$ cat src/rtl/imem_loader.sv
// Instruction-memory loader: receives a length-prefixed, big-endian byte stream,
// assembles 32-bit words and writes them to consecutive word addresses while the
// CPU pipeline is held in reset. Releases the CPU once the whole program is loaded.
module imem_loader #(
    parameter int unsigned ADDR_W    = 8,
    parameter int unsigned MAX_WORDS = 256
) (
    input  logic              clk,
    input  logic              reset,
    input  logic              start,
    input  logic              byte_valid,
    input  logic [7:0]        byte_data,
    output logic              byte_ready,
    output logic              imem_we,
    output logic [ADDR_W-1:0] imem_addr,
    output logic [31:0]       imem_wdata,
    output logic              cpu_hold,
    output logic              done,
    output logic              error
);

    typedef enum logic [2:0] {
        StIdle,
        StHdrHi,
        StHdrLo,
        StData,
        StWrite,
        StDone,
        StError
    } state_e;

    state_e      state_q;
    state_e      state_d;
    logic [15:0] count_q;
    logic [16:0] word_cnt_q;
    logic [1:0]  byte_cnt_q;
    logic [23:0] word_q;

    logic        accept;
    logic [15:0] hdr_count;
    logic        hdr_bad;
    logic        last_word;

    assign accept    = byte_valid & byte_ready;
    assign hdr_count = {count_q[15:8], byte_data};
    assign hdr_bad   = (hdr_count == 16'd0) || (32'(hdr_count) > MAX_WORDS);
    // Word counter is one bit wider than the header so the compare never aliases.
    assign last_word = (word_cnt_q + 17'd1) == {1'b0, count_q};

    // Next-state decode; every state stalls until its acceptance condition holds.
    always_comb begin
        state_d = state_q;
        unique case (state_q)
            StIdle, StDone, StError: begin
                if (start) state_d = StHdrHi;
            end
            StHdrHi: begin
                if (accept) state_d = StHdrLo;
            end
            StHdrLo: begin
                if (accept) state_d = hdr_bad ? StError : StData;
            end
            StData: begin
                if (accept && (byte_cnt_q == 2'd3)) state_d = StWrite;
            end
            StWrite: begin
                state_d = last_word ? StDone : StData;
            end
            default: state_d = StIdle;
        endcase
    end

    // State register with outputs registered from the next state.
    always_ff @(posedge clk) begin
        if (!reset) begin
            state_q    <= StIdle;
            byte_ready <= 1'b0;
            imem_we    <= 1'b0;
            done       <= 1'b0;
            error      <= 1'b0;
            cpu_hold   <= 1'b1;
        end else begin
            state_q    <= state_d;
            byte_ready <= (state_d == StHdrHi) || (state_d == StHdrLo) || (state_d == StData);
            imem_we    <= (state_d == StWrite);
            done       <= (state_d == StDone);
            error      <= (state_d == StError);
            cpu_hold   <= (state_d != StDone);
        end
    end

    // Header capture, word assembly and address/word counters.
    always_ff @(posedge clk) begin
        if (!reset) begin
            count_q    <= '0;
            word_cnt_q <= '0;
            byte_cnt_q <= '0;
            word_q     <= '0;
            imem_addr  <= '0;
            imem_wdata <= '0;
        end else begin
            unique case (state_q)
                StIdle, StDone, StError: begin
                    if (start) begin
                        word_cnt_q <= '0;
                        byte_cnt_q <= '0;
                        imem_addr  <= '0;
                    end
                end
                StHdrHi: begin
                    if (accept) count_q[15:8] <= byte_data;
                end
                StHdrLo: begin
                    if (accept) count_q[7:0] <= byte_data;
                end
                StData: begin
                    if (accept) begin
                        byte_cnt_q <= byte_cnt_q + 2'd1;
                        unique case (byte_cnt_q)
                            2'd0: word_q[23:16] <= byte_data;
                            2'd1: word_q[15:8]  <= byte_data;
                            2'd2: word_q[7:0]   <= byte_data;
                            // The last byte completes the word straight into the
                            // write-data register, which then holds until the next word.
                            default: imem_wdata <= {word_q, byte_data};
                        endcase
                    end
                end
                StWrite: begin
                    word_cnt_q <= word_cnt_q + 17'd1;
                    imem_addr  <= imem_addr + 1'b1;
                end
                default: ;
            endcase
        end
    end

endmodule

$ cat config.mk
export PLATFORM = sky130hd
export DESIGN_NAME = imem_loader
export DESIGN_NICKNAME = d
export VERILOG_FILES = /design/src/rtl/imem_loader.sv
export SDC_FILE = /design/constraint.sdc
export NUM_CORES = 1
export LEC_CHECK = 0
export ABC_AREA = 1
export CAP_MARGIN = 0
export CORE_MARGIN = 2
export CORE_UTILIZATION = 40
export CTS_CLUSTER_DIAMETER = 60
export DETAILED_ROUTE_END_ITERATION = 6
export PLACE_DENSITY = 0.7
export SLEW_MARGIN = 20
export SYNTH_ARGS = -nofsm -noshare
export SYNTH_HDL_FRONTEND = slang
export SYNTH_SLANG_ARGS = --single-unit
export TNS_END_PERCENT = 1
$ cat constraint.sdc
create_clock -name clk -period 4.2 [get_ports clk]
set_clock_uncertainty 0.05 [all_clocks]
set_input_delay 0.63 -clock clk [delete_from_list [all_inputs] [get_ports clk]]
set_output_delay 0.63 -clock clk [all_outputs]
set_load 0.02 [all_outputs]
==> results of run 1 <==
## metrics by stage
step	worst slack (ps)	power [mW]	hold slack (ps)	area (um^2)	util (%)
global route	871	2.21	431	5750	50.0
CTS	1200	2.14	409	5750	50.0
detailed placement	882	1.24	398	5430	47.1
floorplan	2340	1.18	380	4770	-
global placement	1050	1.23	386	5430	47.1
finish	1150	2.12	407	5750	50.0
## routing by layer
metal	track usage [%]	up-vias
met2	31.8	112
met1	24.9	1981
met4	4.88	0
met5	0	-
li1	-	2291
met3	4.34	15
## cells in the mapped netlist (5+ instances only)
library cell / n / area share, %
buf_2: 9 / 0.94
nand4_1: 12 / 1.6
clkbuf_1: 17 / 1.3
a21oi_1: 85 / 8.9
nand2_2: 7 / 0.92
o21ai_0: 78 / 8.2
ha_1: 7 / 1.8
inv_1: 68 / 5.4
nand3b_1: 5 / 0.79
nor2_1: 61 / 4.8
nand2_1: 122 / 9.6
nor2_2: 6 / 0.79
dfxtp_1: 107 / 45
nand3_1: 53 / 5.6
## worst min path at each step
stage	depth (start not counted)	slack (ps)	end	startpoint
after floorplan	2	380	imem_wdata[10]$_SDFFE_PN0P_	word_q[2]$_SDFFE_PN0P_
after global placement	2	390	imem_wdata[12]$_SDFFE_PN0P_	word_q[4]$_SDFFE_PN0P_
after detailed placement	2	400	imem_wdata[31]$_SDFFE_PN0P_	word_q[23]$_SDFFE_PN0P_
after CTS	2	410	imem_wdata[11]$_SDFFE_PN0P_	word_q[3]$_SDFFE_PN0P_
after global routing	2	430	imem_wdata[15]$_SDFFE_PN0P_	word_q[7]$_SDFFE_PN0P_
final	2	410	word_q[2]$_SDFFE_PN0P_	word_q[2]$_SDFFE_PN0P_
## logic make-up after synthesis
family                   count (synthesis)  synth area share (%)
AO/OA/AOI/OAI                          172                  18.4
XOR/XNOR                                 2                 0.682
adder cells (fa/ha/maj)                  7                  1.84
buffers and inverters                   98                  7.95
flip-flops                             107                  44.9
AND/OR/NAND/NOR                        279                  26.2
## worst max-delay path, stage by stage
cell and delay [ps]:
clkdlybuf4s50_1 460, nand2_1 120, nor2_1 540, nand2_1 430
inv_1 330, buf_4 400, o21ai_0 170, a21oi_1 170
## power groups by stage
stage	clock (mW)	combinational, mW	sequential, mW
2_1_floorplan	0	0.114	1.07
3_3_place_gp	0	0.167	1.07
3_5_place_dp	0	0.169	1.07
4_1_cts	0.931	0.171	1.04
5_1_grt	0.967	0.195	1.05
6_report	0.910	0.171	1.04
## registers in the layout (all words and copies together), names as in the netlist
| signal | flops |
|---|---|
| word_cnt_q | 17 |
| byte_cnt_q | 2 |
| cpu_hold | 1 |
| byte_ready | 1 |
| imem_wdata | 32 |
| state_q | 3 |
| imem_addr | 8 |
| count_q | 16 |
| word_q | 24 |
| imem_we | 1 |
| error | 1 |
| done | 1 |
## layout make-up
type	instances	area (um^2)	share of cell area [%]
sequential	107	2140	37.2
clock inverter	7	100	1.74
inverter	71	267	4.63
multi-input combinational	460	2250	39.1
clock buffer	9	225	3.91
tap	143	179	3.11
timing repair buffer	61	593	10.3
==> metrics list, run 1 <==
* Proportion of power drawn by the clock network: 42.8%
- The worst hold path belongs to the class register to register.
* Number of buffer cells added on primary ports: 56
- Gate power share: 8.1%
* Portion of the post-synthesis area used by sequential elements: 44.9%
* Final period demand of the worst path: about 3100 ps
* Leakage power of the design: 2.13 nW
- Maximum clock frequency: 0.328 GHz
- Normalized max-slew margin: 37.9%
* Drc violations: 1
* Nets@finish: 729
- Number of nets in the synthesized netlist: 684
- # diodes: 0
- At the pin with the least slew margin, the transition time is about 930 ps.
- The number of cells on the worst reg-to-reg path is 9.
* Seq cells post-synth: 107
- Vias: roughly 4.4k
- Max clock buf depth: 2
- After technology mapping, the gate count stands at 665.
- Setup repair after global routing left no endpoint under its margin.
- Endpoint class of the critical path: register
- Number of setup buffers added after CTS: 0
- Once layout is complete, the cells apart from fillers number 858.
- From synthesis to final layout, the design area changed by 20.7%.
- Reg2Reg Capture Point: imem_wdata[7]$_SDFFE_PN0P_
- GRT overflow: 0
- The floorplan step set the die width to 113 um.
- Number of ports placed on the die boundary: 57
- The number of hold buffers added after CTS was 0.
- Summed over all nets, the switching power comes to approximately 0.55 mW.
- H-tree depth: 3
* Detailed-routed wire length on met2: 5710 um
- Along the worst path, the maximum fanout reaches 41.
- In this run the register-to-register setup slack is 1220 ps.
- The via count of the first global-routing pass is around 4.3k.
* Initial Util: about two fifths
- Register clock-pin slew on the reported worst setup and hold paths: 80 ps
- Net switching share of the total power: between 20% and 30%
- Entering global routing, the biggest net connects 73 pins.
* Sum of met3 wire segment lengths after detailed routing: 583 um
- Cell Area, Synth: 0.00477 mm^2
* Antenna violations before repair: 0
- Setup tns final: 0 ps
* DRT iter0 DRCs: 363
- Once detail routing completed, the nets flagged for antenna violations numbered 0.
- Across every metal layer, demand over resource in global routing totals 19.0%.
* Placed cells: 842
- In this run, CTS created clock tree buffers numbering 9.
- The first global-routing pass estimated 20000 um of wire.
* Start of the worst register-to-register path: state_q[1]$_SDFF_PN0_
* Final count of hold timing violations: 0
- CTS Root Cell: clkbuf_16
* Async set or reset register ratio after synthesis: 0%
- Max Cap Viol: 0
- Using the TritonRoute via totals, the vias-per-cell ratio works out to 5.13.
- Number of max-slew violations in the final report: 0
- Clock tree synthesis found a total of 107 sinks.
* Routed length on met1: 5420 um
- Total wirelength of the detailed-routed design: ~12000 um
- Core Box Area: 0.0115 mm^2
* Syn avg cell area: 7.17 um^2
- WP data arrival: between 3000 and 4000 ps
- Length of the first detailed-routing pass in iterations: 7
* Clock tree from TritonCTS: yes
* Power Density: 369 mW/mm^2
* Dominant synthesized flop cell: dfxtp_1
- At the worst endpoint, the required time is 4420 ps.
* Warning count from the yosys run: 0
- In this run, distinct cell masters in the synthesized netlist total 30.
* Worst IR Drop VDD: 0.000193 V
* Kind of critical path: input port to register
* Count of fill cells added during filler insertion: about 1.1k
* Resized Gates After CTS: 0
- The synthesized design contains 0 enable-type register cells.
- Relative contribution of sequential cells to total power: 49.1%
- Most used cells in the layout excluding fill and tap cells: nand2_1 (122), dfxtp_1 (107), a21oi_1 (85)
- In the final layout, the share of cells above drive strength 1 is 6.29%.
* Startpoint types: input port
* Period utilisation layout: 72.7%
- After legalization and detailed placement, the total HPWL measured between 8000 and 9000 um.
* End of the critical path: imem_wdata[7]$_SDFFE_PN0P_
* Area of the die: 0.0128 mm^2
* Most frequent standard cell in the layout excluding fill and tap cells: nand2_1
- Die H: around 110 um
- Clock latency at the later pin of the worst-skew pair: ~350 ps
* Violated checks: design-rule violations
- Setup-violating endpoint count in the final report: 0
- RePlAce Congestion: about 0.85
- Tracing the worst setup path back leads to its startpoint at byte_valid.
* Cell Rows: 39
- In the final routed layout, each cell accounts on average for 13.8 um.
* Internal power summed over all cells: between 1.5 and 2 mW
- The flow ran to the end, but the final reports show violations.
- The detailed router used layers up to and including met4.
No activity file was read; power rests on OpenSTA's default activity.
==> inputs of run 2 (changes only) <==
==> constraint.sdc (replaced) <==
create_clock -name clk -period 3.1 [get_ports clk]
set_clock_uncertainty 0.05 [all_clocks]
set_input_delay 0.465 -clock clk [delete_from_list [all_inputs] [get_ports clk]]
set_output_delay 0.465 -clock clk [all_outputs]
set_load 0.02 [all_outputs]
==> run 2 against run 1 <==
- the run still ends with design-rule violations left
- worst setup slack got worse by 370 ps
- first-iteration DRC count fell by 7.7%
- via count grew 1.0%
- critical endpoint is now error$_SDFF_PN0_
==> metrics list, run 2 (synthesis gave the netlist of run 1 again) <==
- The run finished, with violations left.
- The final reports fail on design-rule violations.
- Setup-violating endpoint count in the final report: 0
- Crit path required time: between 3000 and 4000 ps
- Derived from the worst setup path, the maximum achievable clock frequency is approximately 0.43 GHz.
- Nets@finish: 732
- The register with the most flip-flops in the final layout is imem_wdata.
- For this design, the sink count on the clock tree is ~110.
- After detailed routing, the number of vias per cell comes to 5.16.
- Met2 track demand over resource in global routing: roughly a third
* Final period demand of the worst path: roughly 2300 ps
- The region available for standard cell placement spans 0.0115 mm^2.
- The post-route netlist has ~6.7% of its cells at a drive strength greater than 1.
- The register with the most flip-flops in the layout has 32 of them.
* Cell Rows: 39
- Area of the die: between 0.01 and 0.015 mm^2
* Final design utilization: 49.9%
- Largest registers: imem_wdata (32), word_q (24), word_cnt_q (17)
- RePlAce Congestion: 0.843
* Horizontal die dimension: approximately 110 um
- Power Density: about 480 mW/mm^2
* Resized Gates After CTS: 0
- In this run the remaining antenna-violating nets after routing total 0.
- Compared with the post-synthesis result, the final layout area differs by 20.6%.
- Die H: 113 um
- At the pin with the least slew margin, the transition time is between 500 and 600 ps.
- For this design the static power due to leakage is 2.12 nW.
- The final route contains roughly 4.4k vias.
- The worst setup path is of the register to register kind.
- Endpoint class of the critical path: register
* Crit-path max FO: 7
- Met3 capacity usage during global routing: roughly 3.4%
- The H-tree was split into 3 levels.
- Fin area: 0.00575 mm^2
- Setup repair after global routing left no endpoint under its margin.
- The number of antenna diodes in the final layout is 0.
- The tool flagged a number of max-cap violations equal to 0.
* Count of fill cells added during filler insertion: 1113
* GRT overflow: 0
- Clock latency on the worst-skew pair, taken at its later pin, is ~340 ps.
* First-pass GRT wire length: approximately 20000 um
* Number of setup buffers added after CTS: 0
- The initial antenna violation count is 0.
- Max clock buf depth: 2
- TritonCTS Buffers: 9
- STA classifies the critical path startpoint as a register.
- Final routed wire length divided by cell count: 13.7 um
- Number of ports placed on the die boundary: 57
- The HPWL after detailed placement is 8390 um.
- The worst pin sits at a relative slew slack of 61.8%.
- After detailed routing, the number of remaining DRC violations is 1.
- Maximum number of pins on one net before global-route repair: 73
* Length of the first detailed-routing pass in iterations: 7
- WP data arrival: 2550 ps
- Adding up every negative setup slack in the final design gives 0 ps.
- The tree is rooted in a clkbuf_16.
* Total wirelength of the detailed-routed design: 11800 um
- Most used cells in the layout excluding fill and tap cells: nand2_1 (122), dfxtp_1 (107), a21oi_1 (85)
- Clock tree from TritonCTS: yes
- The count of buffers added on input and output ports is 56.
- Classification of the worst-slack hold path: register to register
- Worst IR Drop VDD: 0.000281 V
- Period utilisation layout: 74.9%
* Most frequent standard cell in the layout excluding fill and tap cells: nand2_1
* Busiest layer in global routing: met2
* Initial Util: 41.4%
- Met1 demand-to-capacity share in global routing: 25.4%
- Via count of the first global-routing pass: 4162
* Number of max-slew violations in the final report: 0
* Final count of hold timing violations: 0
- GRT Overall Usage: 19.2%
- Setup slack on the worst reg-to-reg path comes out at 780 ps.
- Total placed instance area: 0.00545 mm^2
- After clock tree synthesis, the clock-pin slew on the worst setup and hold paths is around 70 ps.
- Hold repair after CTS inserted 0 buffers.
- After the first detailed-routing iteration, the DRC count stood at 335.
-- run 2: metrics by stage --
| stage | power, mW | hold slack (ps) | cells | setup slack, ps |
|---|---|---|---|---|
| global placement | 1.67 | 389 | 845 | 698 |
| CTS | 2.80 | 407 | 861 | 780 |
| floorplan | 1.60 | 380 | 665 | 1240 |
| global route | 2.90 | 426 | 861 | 486 |
| detailed placement | 1.67 | 398 | 845 | 638 |
| finish | 2.78 | 405 | 861 | 777 |
-- run 2: final cells by class --
type | count | area, um^2 | area share (%)
Inverter | 71 | 267 | 4.64
Sequential cell | 107 | 2140 | 37.3
Timing Repair Buffer | 64 | 616 | 10.7
Tap cell | 143 | 179 | 3.11
Clock inverter | 6 | 60.1 | 1.04
Multi-Input combinational cell | 460 | 2250 | 39.1
Clock buffer | 10 | 239 | 4.16
-- run 2: worst paths after layout --
kind,startpoint,to,cells after the start
worst max register to register,word_cnt_q[0]$_SDFFE_PN0P_,error$_SDFF_PN0_,13
worst min register to register,word_q[0]$_SDFFE_PN0P_,imem_wdata[8]$_SDFFE_PN0P_,2
worst max-delay path,word_cnt_q[0]$_SDFFE_PN0P_,error$_SDFF_PN0_,13
worst min-delay path,word_q[0]$_SDFFE_PN0P_,imem_wdata[8]$_SDFFE_PN0P_,2
-- run 2: layer usage --
metal  wire length [um]  vias to the layer above
met5                  0                        -
met4                194                        0
met3                700                       15
met2               5630                      128
met1               5310                     2022
li1                   -                     2280
-- run 2: power breakdown --
group          total, mW  internal, mW  switching, mW
clock network       1.13         0.584          0.548
logic              0.231        0.0769          0.154
registers           1.41          1.39         0.0186
total               2.78          2.06          0.720
-- run 2: critical path, cell delays in order, from the launching register on --
cell	delay [ps]
dfxtp_1	510
ha_1	260
nand2_2	110
nor2_4	200
nand2_1	120
nand3b_1	100
nand2_1	60
nor2_1	140
nand3_1	100
nor2_2	170
nand4_1	160
nand2_2	110
nand2_1	60
nor2_1	120
==> inputs of run 3 (changes only) <==
==> constraint.sdc (replaced) <==
create_clock -name clk -period 2.15 [get_ports clk]
set_clock_uncertainty 0.05 [all_clocks]
set_input_delay 0.3225 -clock clk [delete_from_list [all_inputs] [get_ports clk]]
set_output_delay 0.3225 -clock clk [all_outputs]
set_load 0.02 [all_outputs]
==> run 3 against run 2 <==
- the run still ends with design-rule violations left
- register-to-register slack worse by 660 ps
- fmax up 14%
- via count up 1.9%
- power up 48%
- critical path depth up 3
- sequential power up 45%
- first-iteration DRC count down 15%
- global-route usage up 0.27 points
- wire length up 3.4%
- worst hold slack worse by 20 ps
- non-clock buffer count up 19
- critical path type unchanged
- highest routed layer unchanged
==> metrics list, run 3 (synthesis gave the netlist of run 1 again) <==
* Worst IR Drop VDD: about 0.00046 V
* Maximum clock frequency: between 0.4 and 0.5 GHz
* Layout cells sized above 1: just over 10%
* Initial Util: between 40 and 50%
- Horizontal die dimension: 113 um
- Dividing the detail-routed wire length by the instance count gives around 14 um.
* Crit path setup slack, layout: 118 ps
* Via count of the first global-routing pass: 4299
- Most flops, register: imem_wdata
- Max-cap violations in this run came to 0.
- The critical path crosses 16 cells after its start point.
* Leakage power of the design: ~2.2 nW
- The final reports fail on design-rule violations.
* Core Box Area: 0.0115 mm^2
* CP top delay family: simple AND/OR/NAND/NOR gates
- CP bufs+invs: 0
* Final period demand of the worst path: 2030 ps
- Outcome: finished, violations left
- Setup repair after global routing could not meet its margin everywhere.
* CTS Root Cell: clkbuf_16
* Drc violations: 1
* Final count of hold timing violations: 0
* Number of ports placed on the die boundary: 57
- The number of antenna diodes in the final layout is 0.
* Die H: 113 um
- The first TritonRoute pass finished after 7 iterations.
- Max clock buf depth: 2
- In this run the remaining antenna-violating nets after routing total 0.
- At the placement stage, the worst setup path has a slack of 60.2 ps.
* Power Density: about 700 mW/mm^2
- Area of the die: 0.0128 mm^2
* Num Clock Sinks: 107
- The first global-routing pass estimated 20500 um of wire.
- Count of hold-fix buffers inserted at cts: 0
* Number of max-slew violations in the final report: 0
- Counting instances, the worst hold path has a depth of 3.
- Via density per instance: 5.15
- R2R depth: 16
- Most frequent standard cell in the layout excluding fill and tap cells: nand2_1
* H-tree depth: 3
* TritonCTS Buffers: 9
* Period utilisation layout: 94.5%
* HPWL reported at the end of detailed placement: 8740 um
- The worst setup path is launched from a register.
* Maximum number of pins on one net before global-route repair: 73
- Largest register FFs: 32
- For this run, the slowest stage of the critical path takes 350 ps.
- Layout overhead on the synthesized area: 24.9%
- The largest registers in the layout are imem_wdata (32), word_q (24), word_cnt_q (17).
- Detailed routing inserted a total of 4528 vias.
* Normalized max-slew margin: a little over three fifths
- CP max stage cell: dfxtp_2
- Worst slew pin tran: roughly 560 ps
- Walking the worst path, the cells encountered are ha_4 > nand2_2 > nor2_4 > nand2_2 > nand2_2 > nand2_1 > nand2_1 > nand2_1 > nor2_1 > nand2_1 > nor2_2 > nand3_1 > nand2_2 > nand2_2 > nor2_1 > nor2_1.
- The initial antenna violation count is 0.
- Total power: 4.12 mW
* Endpoint class of the critical path: register
* Top cell by count, worst path: nand2_2
* Register clock-pin slew on the reported worst setup and hold paths: 70 ps
- The later pin in the worst-skew pair is clocked with a latency of 340 ps.
* Setup-violating endpoint count in the final report: 0
- Cell Rows: 39
- Crit path required time: 2340 ps
- In this run the worst hold path is classified as input port to register.
* Crit-path max FO: 7
- The filler cells instantiated in the layout total approximately 1.1k.
- Nets@finish: 751
- In this run the tool buffered the top-level ports with 56 buffer cells.
- Total wirelength of the detailed-routed design: 12200 um
- GRT Overall Usage: between 10% and 20%
- DRT iter0 DRCs: between 200 and 300
- The congestion estimate from routability-driven global placement came to 0.878.
- Kind of critical path: register to register
- GRT overflow: 0
- TritonCTS built the clock tree.
* Most used cells in the layout excluding fill and tap cells: nand2_1 (120), dfxtp_1 (105), a21oi_1 (85)
- At the worst endpoint, the arrival time is 2220 ps.
==> run 3: area by class of cell <==
type | instances | area, um^2 | area share [%]
clock buffer | 9 | 225 | 3.78
inverter | 71 | 270 | 4.54
timing repair buffer | 83 | 771 | 12.9
clock inverter | 7 | 85.1 | 1.43
multi-input combinational | 460 | 2280 | 38.2
sequential | 107 | 2150 | 36.1
tap | 143 | 179 | 3.00
==> run 3: power breakdown <==
part / total, mW / internal, mW / switching [mW]
logic: 0.367 / 0.131 / 0.236
clock network: 1.72 / 0.927 / 0.791
registers: 2.04 / 2.01 / 0.0268
==> run 3: repair_timing <==
item | CTS | global route
setup endpoints to repair | 0 | 9
buffers inserted | 0 | 2
gates resized for setup | 0 | 11
==> run 3: worst paths after layout <==
kind                                   start                       to  slack (ps)
setup / recovery  word_cnt_q[0]$_SDFFE_PN0P_    byte_ready$_SDFF_PN0_         120
hold / removal                         reset       imem_we$_SDFF_PN0_         390
setup reg to reg  word_cnt_q[0]$_SDFFE_PN0P_    byte_ready$_SDFF_PN0_         120
hold reg to reg      word_q[23]$_SDFFE_PN0P_  word_q[23]$_SDFFE_PN0P_         410
==> run 3: worst min-delay path, stage by stage <==
cell	delay (ps)
buf_2	90
inv_1	170
nor2_1	150
==> run 3: per-layer routing <==
| layer | part of all wire [%] | GRT usage, % | vias up |
|---|---|---|---|
| met5 | 0 | 0 | - |
| met3 | 4.7 | 3.48 | 22 |
| li1 | - | - | 2320 |
| met4 | 1.9 | 6.34 | 0 |
| met2 | 48 | 33.1 | 107 |
| met1 | 45 | 25.1 | 2079 |
==> run 3: metrics by stage <==
stage          hold WS [ps]  TNS (ps)  area [um^2]  std cells  utilization (%)
2_1_floorplan           380         0         4770        665                -
3_3_place_gp            394         0         5590        862             48.5
3_5_place_dp            402         0         5590        862             48.5
4_1_cts                 390         0         5900        878             51.2
5_1_grt                 422      -109         5950        880             51.7
6_report                385         0         5950        880             51.7
